===== src/rtl/scan_note_pkg.sv =====
// Shared constants and prefix-state type for the PS/2 scan-code note mapper.
package scan_note_pkg;

  localparam logic [7:0] EXT_CODE    = 8'hE0;
  localparam logic [7:0] BREAK_CODE  = 8'hF0;
  localparam logic [7:0] ERR_CODE_00 = 8'h00;
  localparam logic [7:0] ERR_CODE_FF = 8'hFF;
  localparam logic [7:0] ERR_CODE_E1 = 8'hE1;

  typedef enum logic [1:0] {
    StIdle,
    StExt,
    StBrk,
    StExtBrk
  } prefix_state_e;

  // Error/pause codes abort any prefix sequence without touching notes.
  function automatic logic is_ignore_code(input logic [7:0] code);
    return (code == ERR_CODE_00) || (code == ERR_CODE_FF) || (code == ERR_CODE_E1);
  endfunction

endpackage


===== src/rtl/scan_note_mapper_if.sv =====
// Scan-code input strobe plus note-event output stream of the mapper.
interface scan_note_mapper_if #(
  parameter int unsigned NUM_NOTES = 8
) ();
  localparam int unsigned IdxW = $clog2(NUM_NOTES);

  logic [7:0]      scan_code;
  logic            scan_valid;
  logic            ev_valid;
  logic            ev_ready;
  logic [IdxW-1:0] ev_index;
  logic            ev_press;

  modport master (
    output scan_code, scan_valid, ev_ready,
    input  ev_valid, ev_index, ev_press
  );

  modport slave (
    input  scan_code, scan_valid, ev_ready,
    output ev_valid, ev_index, ev_press
  );
endinterface


===== src/rtl/note_event_fifo.sv =====
// First-word-fall-through FIFO; head reads zero while empty.
module note_event_fifo #(
  parameter int unsigned Depth = 4,
  parameter int unsigned Width = 4
) (
  input  logic             clk,
  input  logic             rst,
  input  logic             push_i,
  input  logic [Width-1:0] push_data_i,
  input  logic             pop_i,
  output logic             full_o,
  output logic             empty_o,
  output logic [Width-1:0] head_o
);
  localparam int unsigned AddrW = (Depth > 1) ? $clog2(Depth) : 1;

  logic [Width-1:0] mem_q [Depth];
  logic [AddrW:0]   wr_ptr_q, wr_ptr_d;
  logic [AddrW:0]   rd_ptr_q, rd_ptr_d;
  logic             pop_eff, push_acc;

  assign empty_o  = (wr_ptr_q == rd_ptr_q);
  assign full_o   = (wr_ptr_q[AddrW] != rd_ptr_q[AddrW]) &&
                    (wr_ptr_q[AddrW-1:0] == rd_ptr_q[AddrW-1:0]);
  // Pop on empty is ignored; a full FIFO still takes a push when it pops.
  assign pop_eff  = pop_i && !empty_o;
  assign push_acc = push_i && (!full_o || pop_eff);
  assign head_o   = empty_o ? '0 : mem_q[rd_ptr_q[AddrW-1:0]];

  always_comb begin
    wr_ptr_d = wr_ptr_q;
    rd_ptr_d = rd_ptr_q;
    if (push_acc) wr_ptr_d = wr_ptr_q + 1'b1;
    if (pop_eff)  rd_ptr_d = rd_ptr_q + 1'b1;
  end

  always_ff @(posedge clk or posedge rst) begin
    if (rst) begin
      wr_ptr_q <= '0;
      rd_ptr_q <= '0;
    end else begin
      wr_ptr_q <= wr_ptr_d;
      rd_ptr_q <= rd_ptr_d;
    end
  end

  always_ff @(posedge clk) begin
    if (push_acc) mem_q[wr_ptr_q[AddrW-1:0]] <= push_data_i;
  end

endmodule


===== src/rtl/scan_note_mapper.sv =====
// Decodes PS/2 make/break sequences into a held-note bitmap and a press/release event stream.
module scan_note_mapper
  import scan_note_pkg::*;
#(
  parameter int unsigned NUM_NOTES  = 8,
  parameter int unsigned FIFO_DEPTH = 4
) (
  input  logic                   clk,
  input  logic                   rst,
  input  logic [8*NUM_NOTES-1:0] pattern_flat,
  input  logic [NUM_NOTES-1:0]   ext_mask,
  output logic [NUM_NOTES-1:0]   note,
  output logic                   overflow,
  scan_note_mapper_if.slave      bus
);
  localparam int unsigned IdxW = $clog2(NUM_NOTES);
  localparam int unsigned EvW  = IdxW + 1;

  prefix_state_e        state_q, state_d;
  logic [NUM_NOTES-1:0] note_q, note_d;
  logic                 overflow_q, overflow_d;

  logic            resolve, ext_flag, brk_flag;
  logic            hit;
  logic [IdxW-1:0] hit_idx;
  logic            push;
  logic [EvW-1:0]  push_data, head;
  logic            fifo_full, fifo_empty;

  always_comb begin
    state_d  = state_q;
    resolve  = 1'b0;
    ext_flag = 1'b0;
    brk_flag = 1'b0;
    if (bus.scan_valid) begin
      if (is_ignore_code(bus.scan_code)) begin
        state_d = StIdle;
      end else begin
        unique case (state_q)
          StIdle: begin
            if (bus.scan_code == EXT_CODE)        state_d = StExt;
            else if (bus.scan_code == BREAK_CODE) state_d = StBrk;
            else                                  resolve = 1'b1;
          end
          StExt: begin
            if (bus.scan_code == BREAK_CODE) begin
              state_d = StExtBrk;
            end else if (bus.scan_code != EXT_CODE) begin
              resolve  = 1'b1;
              ext_flag = 1'b1;
              state_d  = StIdle;
            end
          end
          StBrk: begin
            if (bus.scan_code == EXT_CODE) begin
              state_d = StIdle;
            end else if (bus.scan_code != BREAK_CODE) begin
              resolve  = 1'b1;
              brk_flag = 1'b1;
              state_d  = StIdle;
            end
          end
          StExtBrk: begin
            state_d = StIdle;
            if (bus.scan_code != EXT_CODE && bus.scan_code != BREAK_CODE) begin
              resolve  = 1'b1;
              ext_flag = 1'b1;
              brk_flag = 1'b1;
            end
          end
          default: state_d = StIdle;
        endcase
      end
    end
  end

  // Descending scan so the lowest matching index is the one left standing.
  always_comb begin
    hit     = 1'b0;
    hit_idx = '0;
    for (int i = int'(NUM_NOTES) - 1; i >= 0; i--) begin
      if (pattern_flat[8*i +: 8] == bus.scan_code && ext_mask[i] == ext_flag) begin
        hit     = 1'b1;
        hit_idx = IdxW'(i);
      end
    end
  end

  always_comb begin
    note_d     = note_q;
    push       = 1'b0;
    push_data  = {hit_idx, !brk_flag};
    overflow_d = overflow_q;
    if (resolve && hit) begin
      if (brk_flag && note_q[hit_idx]) begin
        note_d[hit_idx] = 1'b0;
        push            = 1'b1;
      end else if (!brk_flag && !note_q[hit_idx]) begin
        note_d[hit_idx] = 1'b1;
        push            = 1'b1;
      end
    end
    if (push && fifo_full && !bus.ev_ready) overflow_d = 1'b1;
  end

  always_ff @(posedge clk or posedge rst) begin
    if (rst) begin
      state_q    <= StIdle;
      note_q     <= '0;
      overflow_q <= 1'b0;
    end else begin
      state_q    <= state_d;
      note_q     <= note_d;
      overflow_q <= overflow_d;
    end
  end

  note_event_fifo #(
    .Depth (FIFO_DEPTH),
    .Width (EvW)
  ) u_fifo (
    .clk         (clk),
    .rst         (rst),
    .push_i      (push),
    .push_data_i (push_data),
    .pop_i       (bus.ev_ready),
    .full_o      (fifo_full),
    .empty_o     (fifo_empty),
    .head_o      (head)
  );

  assign note         = note_q;
  assign overflow     = overflow_q;
  assign bus.ev_valid = !fifo_empty;
  assign bus.ev_index = head[EvW-1:1];
  assign bus.ev_press = head[0];

endmodule

===== src/flat_wrapper.sv =====
// flat-port wrapper written by rule: the top's interface ports become plain ports
module scan_note_mapper_flat import scan_note_pkg::*;
#(
  parameter int unsigned NUM_NOTES  = 8,
  parameter int unsigned FIFO_DEPTH = 4
)
  (clk, rst, pattern_flat, ext_mask, note, overflow, bus_scan_code, bus_scan_valid, bus_ev_ready, bus_ev_valid, bus_ev_index, bus_ev_press);
  scan_note_mapper_if #(.NUM_NOTES(NUM_NOTES)) bus_i ();
  input  logic clk;
  input  logic rst;
  input  logic [8*NUM_NOTES-1:0] pattern_flat;
  input  logic [NUM_NOTES-1:0] ext_mask;
  output logic [NUM_NOTES-1:0] note;
  output logic overflow;
  input wire logic [$bits(bus_i.scan_code)-1:0] bus_scan_code;
  input wire logic [$bits(bus_i.scan_valid)-1:0] bus_scan_valid;
  input wire logic [$bits(bus_i.ev_ready)-1:0] bus_ev_ready;
  output wire logic [$bits(bus_i.ev_valid)-1:0] bus_ev_valid;
  output wire logic [$bits(bus_i.ev_index)-1:0] bus_ev_index;
  output wire logic [$bits(bus_i.ev_press)-1:0] bus_ev_press;
  assign bus_i.scan_code = bus_scan_code;
  assign bus_i.scan_valid = bus_scan_valid;
  assign bus_i.ev_ready = bus_ev_ready;
  assign bus_ev_valid = bus_i.ev_valid;
  assign bus_ev_index = bus_i.ev_index;
  assign bus_ev_press = bus_i.ev_press;
  scan_note_mapper #(.NUM_NOTES(NUM_NOTES), .FIFO_DEPTH(FIFO_DEPTH)) u_core (.clk(clk), .rst(rst), .pattern_flat(pattern_flat), .ext_mask(ext_mask), .note(note), .overflow(overflow), .bus(bus_i));
endmodule

===== config.mk =====
export PLATFORM = sky130hd
export DESIGN_NAME = scan_note_mapper_flat
export DESIGN_NICKNAME = d
export VERILOG_FILES = /design/src/rtl/scan_note_pkg.sv /design/src/rtl/scan_note_mapper_if.sv /design/src/rtl/note_event_fifo.sv /design/src/rtl/scan_note_mapper.sv /design/src/flat_wrapper.sv
export SDC_FILE = /design/constraint.sdc
export NUM_CORES = 1
export LEC_CHECK = 0
export CAP_MARGIN = 10
export CORE_AREA = 2 2 85 87
export DETAILED_ROUTE_END_ITERATION = 10
export DIE_AREA = 0 0 87 89
export PLACE_DENSITY = 0.77
export SLEW_MARGIN = 20
export SYNTH_ARGS = -nofsm -noshare
export SYNTH_HDL_FRONTEND = slang
export SYNTH_SLANG_ARGS = --single-unit

===== constraint.sdc =====
create_clock -name clk -period 3.7 [get_ports clk]
set_input_delay 0.37 -clock clk [delete_from_list [all_inputs] [get_ports clk]]
set_output_delay 0.37 -clock clk [all_outputs]
set_load 0.05 [all_outputs]

==> reports/metrics.cfg, run 1 <==
[sta]
fin_crit_ns = 3.588
slew_headroom = 0.5373
finalClockSkew_ns = 0.005880
maxSlewViolCount = 0
worst_pin_slew_ns = 0.6933
hold_viol_final = 0
fmax_mhz = 278.7
fin_crit_sh = 0.9697
setup_viol = 0

[min_path]
hold_path.class = in2async

[global_routing]
grt_max_degree = 18
grt_pass1_wl_um = 12630
antenna_found_initial = 0
grt_use_total = 0.2092
grt_pass1_vias = 2764
grt_overflow = 0

[clock_tree]
cts_buffers = 5
cts.hold.buffers_added = 0
insertion_delay_ns = 0.28
cts_htree_levels = 2
cts_sinks = 33
clockBufferDepth = 2
cts_tree = done
path_clk_slew_ns = 0.07
root_buffer = clkbuf_8

[drt]
ant_nets = 0
drc = 0
routedWlPerCell_um = 15.68
via_per_inst = 5.186
dr.pass1.iters = 4
finalWirelength_um = 8026
drt-initial-drc-count = 111
num_vias = 2655

[power]
p_per_area_nw_per_um2 = 410.9
leakagePower_nw = 1.869
finalPower_mw = 1.853
vdd_drop_max_v = 0.0001685

[synthesis]
syn_inst = 277
yosysMostFrequentCell = xnor2_1
synth_common_cells = 64 x xnor2_1, 17 x dfrtp_1, 16 x edfxtp_1, 16 x inv_1, 16 x nand4_1
ys_ff_latch = 33
synth-async-reset-ratio = 0.5152
ys.flop_type = dfrtp_1
ys_warn_count = 0
synth_area_per_cell_um2 = 10.14
ys_types = 57
synthTopCellsByArea = xnor2_1 20%, edfxtp_1 17%, dfrtp_1 15%, nand4_1 3.6%, mux4_2 3.2%
seq_area_frac_synth = 0.3226
syn_nets = 367
synth_top_area_share = 0.1996
synth_area_um2 = 2808
synth-edff-count = 16
synth_top_cell_by_area = xnor2_1

[setup_path]
worstSetupStartpointType = input port
critical_path.max_fanout = 5
critical_path_class = in2reg
endpoint_kind = flip-flop
crit_arrival_ns = 3.59
worstPathRequired_ns = 3.70

[placement]
dpl_cell_area_um2 = 4225
dp_hpwl_um = 6576
numPortBuffers = 97
finalWeightedCongestion = 0.9269

[cells_and_area]
fillers = 480
diodes = 0
area_delta_synth_final_pct = 60.65
fin_area_um2 = 4511
nNetsFinal = 521
drive_gt1_frac = 0.2917

[floorplan]
die_y_um = 89
die_x_um = 87
die-area_um2 = 7743
io_pins = 98
core_area_um2 = 6719
initial_utilization = 0.4179
core.rowCount = 30

[outcome]
status = complete, no violations

[run]
max_cap_viol_count = 0

-- per-stage QoR --
stage	setup WS, ns	cells	util	TNS (ns)	hold WS (ns)
after floorplan	0.02321	277	-	0	0.2961
after global placement	-0.5676	495	0.6289	-13.36	0.4866
after detailed placement	-0.6694	495	0.6289	-16.45	0.4972
after CTS	0.001742	512	0.6605	0	0.5041
after global routing	-0.002896	512	0.6713	-0.005246	0.5341
final	0.1120	512	0.6713	0	0.4964
-- worst max-delay path, stage by stage --
cell and delay [ns]:
buf_4 0.13, buf_6 0.12, buf_4 0.15, xnor2_1 0.14, nand4_1 0.22, nor3_2 0.26, a21o_1 0.15, a22o_1 0.22
a21o_1 0.14, o311ai_4 0.12, buf_4 0.17, a21oi_4 0.16, mux2i_1 0.20, o211a_1 0.19, ha_4 0.20, nand2b_4 0.15
a211oi_4 0.24, and2_4 0.24
-- cell type report --
cell class,instances,area (um2),share of cell area
repair buffers,160,1433,0.3176
multi-input cells,215,1906,0.4225
flip-flops and latches,33,905.9,0.2008
clock inverters,2,33.78,0.007490
clock buffers,6,72.57,0.01609
well taps,80,100.1,0.02219
inverters,16,60.06,0.01331
-- layer usage --
metal / share of wire / vias up / routed length, um / GRT usage
met5: 0 / - / 0 / 0
met4: 0.015 / 0 / 117 / 0.06392
met3: 0.070 / 12 / 561 / 0.05355
met2: 0.54 / 112 / 4345 / 0.4018
met1: 0.37 / 1250 / 3002 / 0.2239
li1: - / 1281 / - / -
-- what timing repair did --
| item | 4_1_cts | 5_1_grt |
|---|---|---|
| gates resized for setup | 49 | 40 |
| setup buffers | 9 | 1 |
| pin swaps | 14 | 20 |
| setup endpoints to repair | 27 | 27 |
-- layout by cell type, fill, tap and decap left out, types with 4 or more instances in the layout --
cell              n
edfxtp_1         16
nor3_2            5
inv_1            16
nand2_1          14
clkdlybuf4s50_1  73
ha_1              5
dlymetal6s2s_1    8
xor2_1            7
dfrtp_1          17
mux4_2            4
buf_4            61
o21ai_0           4
xnor2_1          61
buf_2             4
clkbuf_8          5
nand4_1          16
buf_6             4
mux2i_1           7
and2_4            4
a21oi_1           7
nor3_1            6
nor2_1           10
nor2b_1           4
-- power breakdown --
group | internal [mW] | switching [mW] | total (mW)
clock | 0.199 | 0.130 | 0.329
sequential | 0.453 | 0.0831 | 0.536
combinational | 0.468 | 0.521 | 0.988
total | 1.12 | 0.734 | 1.85
-- kinds of logic after synthesis --
logic type      after synthesis  synth area share
simple gates                 84            0.1858
xor+xnor                     73            0.2304
compound gates               39            0.1181
flops                        33            0.3226
buf+inv                      29           0.05124
mux                          13           0.06506
fa+ha+maj                     6           0.02674
-- path summary, 6_finish.rpt --
| check | depth (start not counted) | slack [ns] | startpoint | end |
|---|---|---|---|---|
| max in group asynchronous | 2 | 2.76 | rst | async pin |
| worst max register to register | 16 | 0.20 | u_core.state_q[0]$_DFFE_PP0P_ | u_core.u_fifo.mem_q[3][2]$_DFFE_PP_ |
| worst min register to register | 1 | 0.51 | u_core.u_fifo.rd_ptr_q[2]$_DFFE_PP0P_ | u_core.u_fifo.rd_ptr_q[2]$_DFFE_PP0P_ |
| min in group clk | 1 | 0.51 | u_core.u_fifo.rd_ptr_q[2]$_DFFE_PP0P_ | u_core.u_fifo.rd_ptr_q[2]$_DFFE_PP0P_ |
| worst min-delay path | 2 | 0.50 | rst | u_core.overflow$_DFFE_PP0P_ |
| worst max-delay path | 18 | 0.11 | bus_scan_code[1] | u_core.u_fifo.mem_q[3][2]$_DFFE_PP_ |
No activity file was read; power rests on OpenSTA's default activity.
==> run 2, diff against run 1 <==
--- a/config.mk
+++ b/config.mk
@@ -9,7 +9,7 @@
 export CORE_AREA = 2 2 85 87
 export DETAILED_ROUTE_END_ITERATION = 10
 export DIE_AREA = 0 0 87 89
-export PLACE_DENSITY = 0.77
+export PLACE_DENSITY_LB_ADDON = 0.1
 export SLEW_MARGIN = 20
 export SYNTH_ARGS = -nofsm -noshare
 export SYNTH_HDL_FRONTEND = slang
==> reports/metrics.cfg, run 2 (synthesized netlist as in run 1, its figures left out) <==
[power]
p_per_area_nw_per_um2 = 409.5  ; -0.33%
leakagePower_nw = 1.832  ; -2.0%
vdd_drop_max_v = 0.0001983  ; +18%
finalPower_mw = 1.845  ; -0.47%

[clock_tree]
clockBufferDepth = 2  ; unchanged
root_buffer = clkbuf_8
cts.hold.buffers_added = 0  ; unchanged
cts_buffers = 5  ; unchanged
cts_htree_levels = 2  ; unchanged
cts_sinks = 33  ; unchanged
cts_tree = done
path_clk_slew_ns = 0.06  ; about the same
insertion_delay_ns = 0.27  ; about the same

[cells_and_area]
area_delta_synth_final_pct = 60.43
diodes = 0  ; unchanged
layout_common_cells = 77 x clkdlybuf4s50_1, 63 x xnor2_1, 59 x buf_4
final_common_cell = clkdlybuf4s50_1
drive_gt1_frac = 0.2977  ; +0.006008
nNetsFinal = 519  ; -0.38%
layout.cells.non_filler = 510  ; -0.39%
fillers = 545  ; +14%

[floorplan]
die-area_um2 = 7743  ; unchanged
die_x_um = 87  ; unchanged
core.rowCount = 30  ; unchanged
die_y_um = 89  ; unchanged
initial_utilization = 0.4179  ; unchanged
io_pins = 98  ; unchanged
core_area_um2 = 6719  ; unchanged

[setup_path]
crit_arrival_ns = 3.55  ; -0.04 ns
critical_path_class = in2reg
critical_path.max_fanout = 6  ; +1
worstPathRequired_ns = 3.69  ; about the same
endpoint_kind = flip-flop
worstSetupStartpointType = input port

[drt]
drt-initial-drc-count = 76  ; -32%
routedWlPerCell_um = 15.15  ; -3.4%
finalWirelength_um = 7724  ; -3.8%
via_per_inst = 5.096  ; -1.7%
drc = 0  ; unchanged
ant_nets = 0  ; unchanged
dr.pass1.iters = 4  ; unchanged
num_vias = 2599  ; -2.1%

[global_routing]
grt_pass1_vias = 2692  ; -2.6%
grt_pass1_wl_um = 12450  ; -1.5%
grt_use_total = 0.2025  ; -0.006652
grt_overflow = 0  ; unchanged
antenna_found_initial = 0  ; unchanged
grt_max_degree = 18  ; unchanged

[placement]
numPortBuffers = 97  ; unchanged
place_inst = 492  ; -0.61%
finalWeightedCongestion = 0.8302  ; -10%
dp_hpwl_um = 6466  ; -1.7%

[run]
max_cap_viol_count = 0  ; unchanged

[sta]
fmax_mhz = 281.0  ; +0.82%
setup_viol = 0  ; unchanged
worst_pin_slew_ns = 0.6927  ; -0.0005266 ns
finalClockSkew_ns = 0.006418  ; +0.0005380 ns
fin_crit_ns = 3.559  ; -0.02926 ns
slew_headroom = 0.5377  ; about the same
maxSlewViolCount = 0  ; unchanged
fin_crit_sh = 0.9618  ; -0.007907
hold_viol_final = 0  ; unchanged
fin_setup_tns_ns = 0  ; unchanged

[outcome]
status = complete, no violations

[min_path]
hold_path.class = reg2reg

[run 2: cell types whose count changed in the layout (fill, tap and decap cells not counted), moves of 3 or more]
| cell | before | now |
|---|---|---|
| buf_6 | 4 | 1 |
| buf_2 | 4 | 7 |
| xnor2_2 | 3 | 0 |
| clkdlybuf4s50_1 | 73 | 77 |
| dlymetal6s2s_1 | 8 | 4 |
[run 2: final cells by class]
class | count | area, um2 | share of cell area
Clock buffer | 6 | 72.57 | 0.01611
Clock inverter | 2 | 33.78 | 0.007500
Inverter | 16 | 60.06 | 0.01333
Multi-Input combinational cell | 215 | 1923 | 0.4269
Sequential cell | 33 | 905.9 | 0.2011
Tap cell | 80 | 100.1 | 0.02222
Timing Repair Buffer | 158 | 1409 | 0.3128
[run 2: power breakdown]
group	switching [mW]	leakage [nW]	internal, mW
Clock	0.123	0.0528	0.199
Sequential	0.0805	0.349	0.453
Combinational	0.523	1.43	0.467
[run 2: final timing paths]
check / slack, ns / cells after the start / startpoint / endpoint
hold reg to reg: 0.46 / 1 / u_core.overflow$_DFFE_PP0P_ / u_core.overflow$_DFFE_PP0P_
setup / recovery: 0.14 / 17 / bus_scan_valid / u_core.u_fifo.mem_q[1][2]$_DFFE_PP_
hold / removal: 0.46 / 1 / u_core.overflow$_DFFE_PP0P_ / u_core.overflow$_DFFE_PP0P_
min in group asynchronous: 0.50 / 2 / rst / async pin
max in group asynchronous: 2.76 / 2 / rst / u_core.u_fifo.rd_ptr_q[2]$_DFFE_PP0P_
setup reg to reg: 0.21 / 15 / u_core.state_q[0]$_DFFE_PP0P_ / u_core.u_fifo.mem_q[1][2]$_DFFE_PP_
[run 2: routing by layer]
layer | wire, um | track usage
met1 | 3260 | 0.2375
met2 | 4037 | 0.3900
met3 | 375 | 0.03509
met4 | 50 | 0.03409
met5 | 0 | 0
[run 2: worst max-delay path, cell delays in order]
cell and delay [ns]:
clkdlybuf4s50_1 0.48, nand2_1 0.07, nor2_2 0.11, buf_4 0.13
a32oi_4 0.05, buf_4 0.19, a221o_2 0.30, o31a_1 0.15
o21ba_4 0.23, a21oi_2 0.15, o32ai_2 0.10, a22oi_2 0.16
o211a_1 0.20, ha_4 0.20, nand2b_4 0.15, a211oi_4 0.27
and2_2 0.25
[run 2: timing repair]
action	CTS	global route
pin swaps	14	32
endpoints found under the hold margin	0	0
gates resized for setup	54	32
setup endpoints to repair	27	21
buffers inserted	7	5
[run 2: stage by stage]
stage               worst slack [ns]  hold slack (ns)  utilization  instance area, um2
finish                        0.1412           0.4625       0.6704                4504
detailed placement           -0.6959           0.4563       0.6255                4203
global route                -0.02245           0.5043       0.6704                4504
floorplan                    0.02321           0.2961            -                2820
CTS                         0.002558           0.4696       0.6577                4419
global placement             -0.6068           0.4517       0.6255                4203
==> run 3, diff against run 2 <==
--- a/config.mk
+++ b/config.mk
@@ -6,9 +6,11 @@
 export NUM_CORES = 1
 export LEC_CHECK = 0
 export CAP_MARGIN = 10
-export CORE_AREA = 2 2 85 87
+export CELL_PAD_IN_SITES_DETAIL_PLACEMENT = 0
+export CELL_PAD_IN_SITES_GLOBAL_PLACEMENT = 1
+export CORE_AREA = 2 2 99 101
 export DETAILED_ROUTE_END_ITERATION = 10
-export DIE_AREA = 0 0 87 89
+export DIE_AREA = 0 0 101 103
 export PLACE_DENSITY_LB_ADDON = 0.1
 export SLEW_MARGIN = 20
 export SYNTH_ARGS = -nofsm -noshare
==> constraint.sdc (replaced) <==
create_clock -name clk -period 3.2 [get_ports clk]
set_input_delay 0.32 -clock clk [delete_from_list [all_inputs] [get_ports clk]]
set_output_delay 0.32 -clock clk [all_outputs]
set_load 0.05 [all_outputs]
==> reports/metrics.cfg, run 3 (synthesized netlist as in run 1, its figures left out) <==
[placement]
place_inst = 540  ; +9.8%
place_ws_ns = -1.173  ; -0.4767 ns
finalWeightedCongestion = 0.8157  ; -1.7%
numPortBuffers = 97  ; unchanged
dp_hpwl_um = 6991  ; +8.1%

[cells_and_area]
ff_latch_area_um2 = 905.9  ; unchanged
multi_input_area_um2 = 2067  ; +7.5%
layout_common_cells = 76 x buf_4, 62 x clkdlybuf4s50_1, 60 x xnor2_1
diodes = 0  ; unchanged
fillers = 952  ; +75%
finalCoreUtilization = 0.5271  ; -0.1433
layout.cells.non_filler = 571  ; +12%
area_delta_synth_final_pct = 77.58
drive_gt1_frac = 0.3851  ; +0.08745
nNetsFinal = 546  ; +5.2%
final_common_cell = buf_4

[floorplan]
core_area_um2 = 9459  ; +41%
die_x_um = 101  ; +16%
die-area_um2 = 10400  ; +34%
initial_utilization = 0.2968  ; -0.1211
core.rowCount = 36  ; +20%
io_pins = 98  ; unchanged
die_y_um = 103  ; +16%

[setup_path]
critical_path_class = in2reg
r2r_slack_ns = -0.13  ; -0.34 ns
crit_arrival_ns = 3.47  ; -0.08 ns
worstSetupStartpointType = input port
r2r_cells = 15  ; unchanged
critPathMaxStageDelay_ns = 0.43  ; -0.05 ns
cpLargestDelayFamily = compound AO/OA/AOI/OAI gates
cp_slowest_cell = clkdlybuf4s50_1
r2r-end = u_core.u_fifo.mem_q[3][0]$_DFFE_PP_
path_buf_inv = 2  ; -1
r2r-start = u_core.state_q[0]$_DFFE_PP0P_
endpoint_kind = flip-flop
critical_path.max_fanout = 5  ; -1
worstPathRequired_ns = 3.20  ; -0.49 ns
crit_chain = clkdlybuf4s50_1 -> xnor2_1 -> nand4_1 -> nor2_2 -> buf_4 -> a221o_2 -> o31a_1 -> o21ba_4 -> a21oi_2 -> o32ai_2 -> a22oi_2 -> o211a_1 -> ha_4 -> nand2b_4 -> a211oi_4 -> and2_4

[clock_tree]
cts_tree = done
cts_sinks = 33  ; unchanged
cts.hold.buffers_added = 0  ; unchanged
cts_buffers = 5  ; unchanged
root_buffer = clkbuf_8
clockBufferDepth = 2  ; unchanged
path_clk_slew_ns = 0.08  ; +0.02 ns
insertion_delay_ns = 0.29  ; +0.02 ns
cts_htree_levels = 2  ; unchanged

[min_path]
hold_path.class = in2async

[outcome]
violations = setup timing
status = finished, violations left

[sta]
fin_ws_ns = -0.2668  ; -0.4080 ns
fmax_mhz = 288.5
setup_viol = 28  ; +28
finalClockSkew_ns = 0.01342  ; +0.007004 ns
slew_headroom = 0.5252  ; -0.01251
fin_setup_tns_ns = -5.675  ; -5.675 ns
maxSlewViolCount = 0  ; unchanged
hold_viol_final = 0  ; unchanged
fin_crit_sh = 1.083
worst_pin_slew_ns = 0.7115  ; +0.01875 ns
fin_crit_ns = 3.467
rsz0062_at_grt = yes

[drt]
finalWirelength_um = 8511  ; +10%
drc = 0  ; unchanged
dr.pass1.iters = 4  ; unchanged
routedWlPerCell_um = 14.91  ; -1.6%
via_per_inst = 4.637  ; -9.0%
num_vias = 2648  ; +1.9%
drt-initial-drc-count = 29  ; -62%
ant_nets = 0  ; unchanged

[power]
finalPower_mw = 2.310  ; +25%
vdd_drop_max_v = 0.0003312  ; +67%
p_per_area_nw_per_um2 = 463.2  ; +13%
leakagePower_nw = 2.107  ; +15%

[global_routing]
antenna_found_initial = 0  ; unchanged
grt_pass1_vias = 2805  ; +4.2%
grt_max_degree = 18  ; unchanged
grt_overflow = 0  ; unchanged
grt_use_total = 0.1631  ; -0.03940
grt_pass1_wl_um = 13300  ; +6.8%

[run]
max_cap_viol_count = 0  ; unchanged

-- run 3: metrics by stage --
step / hold slack (ns) / cell area [um2]
floorplan: 0.2461 / 2845
global placement: 0.4578 / 4363
detailed placement: 0.4567 / 4363
CTS: 0.4715 / 4820
global route: 0.4840 / 4986
finish: 0.4478 / 4986
-- run 3: worst reg2reg max path: cells and delay by family (launching register included) --
kind,cells,cell delay [ns]
buffers and inverters,1,0.16
DFF,1,0.37
and+or+nand+nor,4,0.64
AOI/OAI and AO/OA,9,1.66
adders and majority gates,1,0.20
-- run 3: final cells by class --
cell class	count	share of cell area
tap	114	0.02861
multi-input combinational	215	0.4146
inverter	16	0.01205
sequential	33	0.1817
clock inverter	3	0.01305
timing repair buffer	185	0.3363
clock buffer	5	0.01380
-- run 3: worst max path at each step --
stage / from / endpoint / slack [ns] / depth (start not counted)
floorplan: bus_scan_code[3] / u_core.u_fifo.mem_q[1][0]$_DFFE_PP_ / -0.42 / 14
global placement: bus_scan_code[2] / u_core.u_fifo.mem_q[1][0]$_DFFE_PP_ / -1.11 / 15
detailed placement: bus_scan_code[2] / u_core.u_fifo.mem_q[1][1]$_DFFE_PP_ / -1.17 / 15
CTS: bus_scan_code[3] / u_core.u_fifo.mem_q[3][0]$_DFFE_PP_ / -0.36 / 15
global route: bus_scan_code[2] / u_core.u_fifo.mem_q[3][0]$_DFFE_PP_ / -0.40 / 16
finish: pattern_flat[44] / u_core.u_fifo.mem_q[3][0]$_DFFE_PP_ / -0.27 / 16
-- run 3: power breakdown --
part | internal (mW) | switching (mW)
logic | 0.593 | 0.629
registers | 0.523 | 0.0973
clock network | 0.309 | 0.158
-- run 3: what timing repair did --
action                     4_1_cts  5_1_grt
gates cloned                     0        0
buffers inserted                21        6
setup endpoints to repair       28       28
gates resized for setup        112       36
pin swaps                       49       42
-- run 3: routing by layer --
layer,up-vias,track usage,wire (um)
met4,0,0.04054,91
met5,-,0,0
met1,1228,0.1876,3509
met3,7,0.03390,481
li1,1336,-,-
met2,77,0.3087,4428
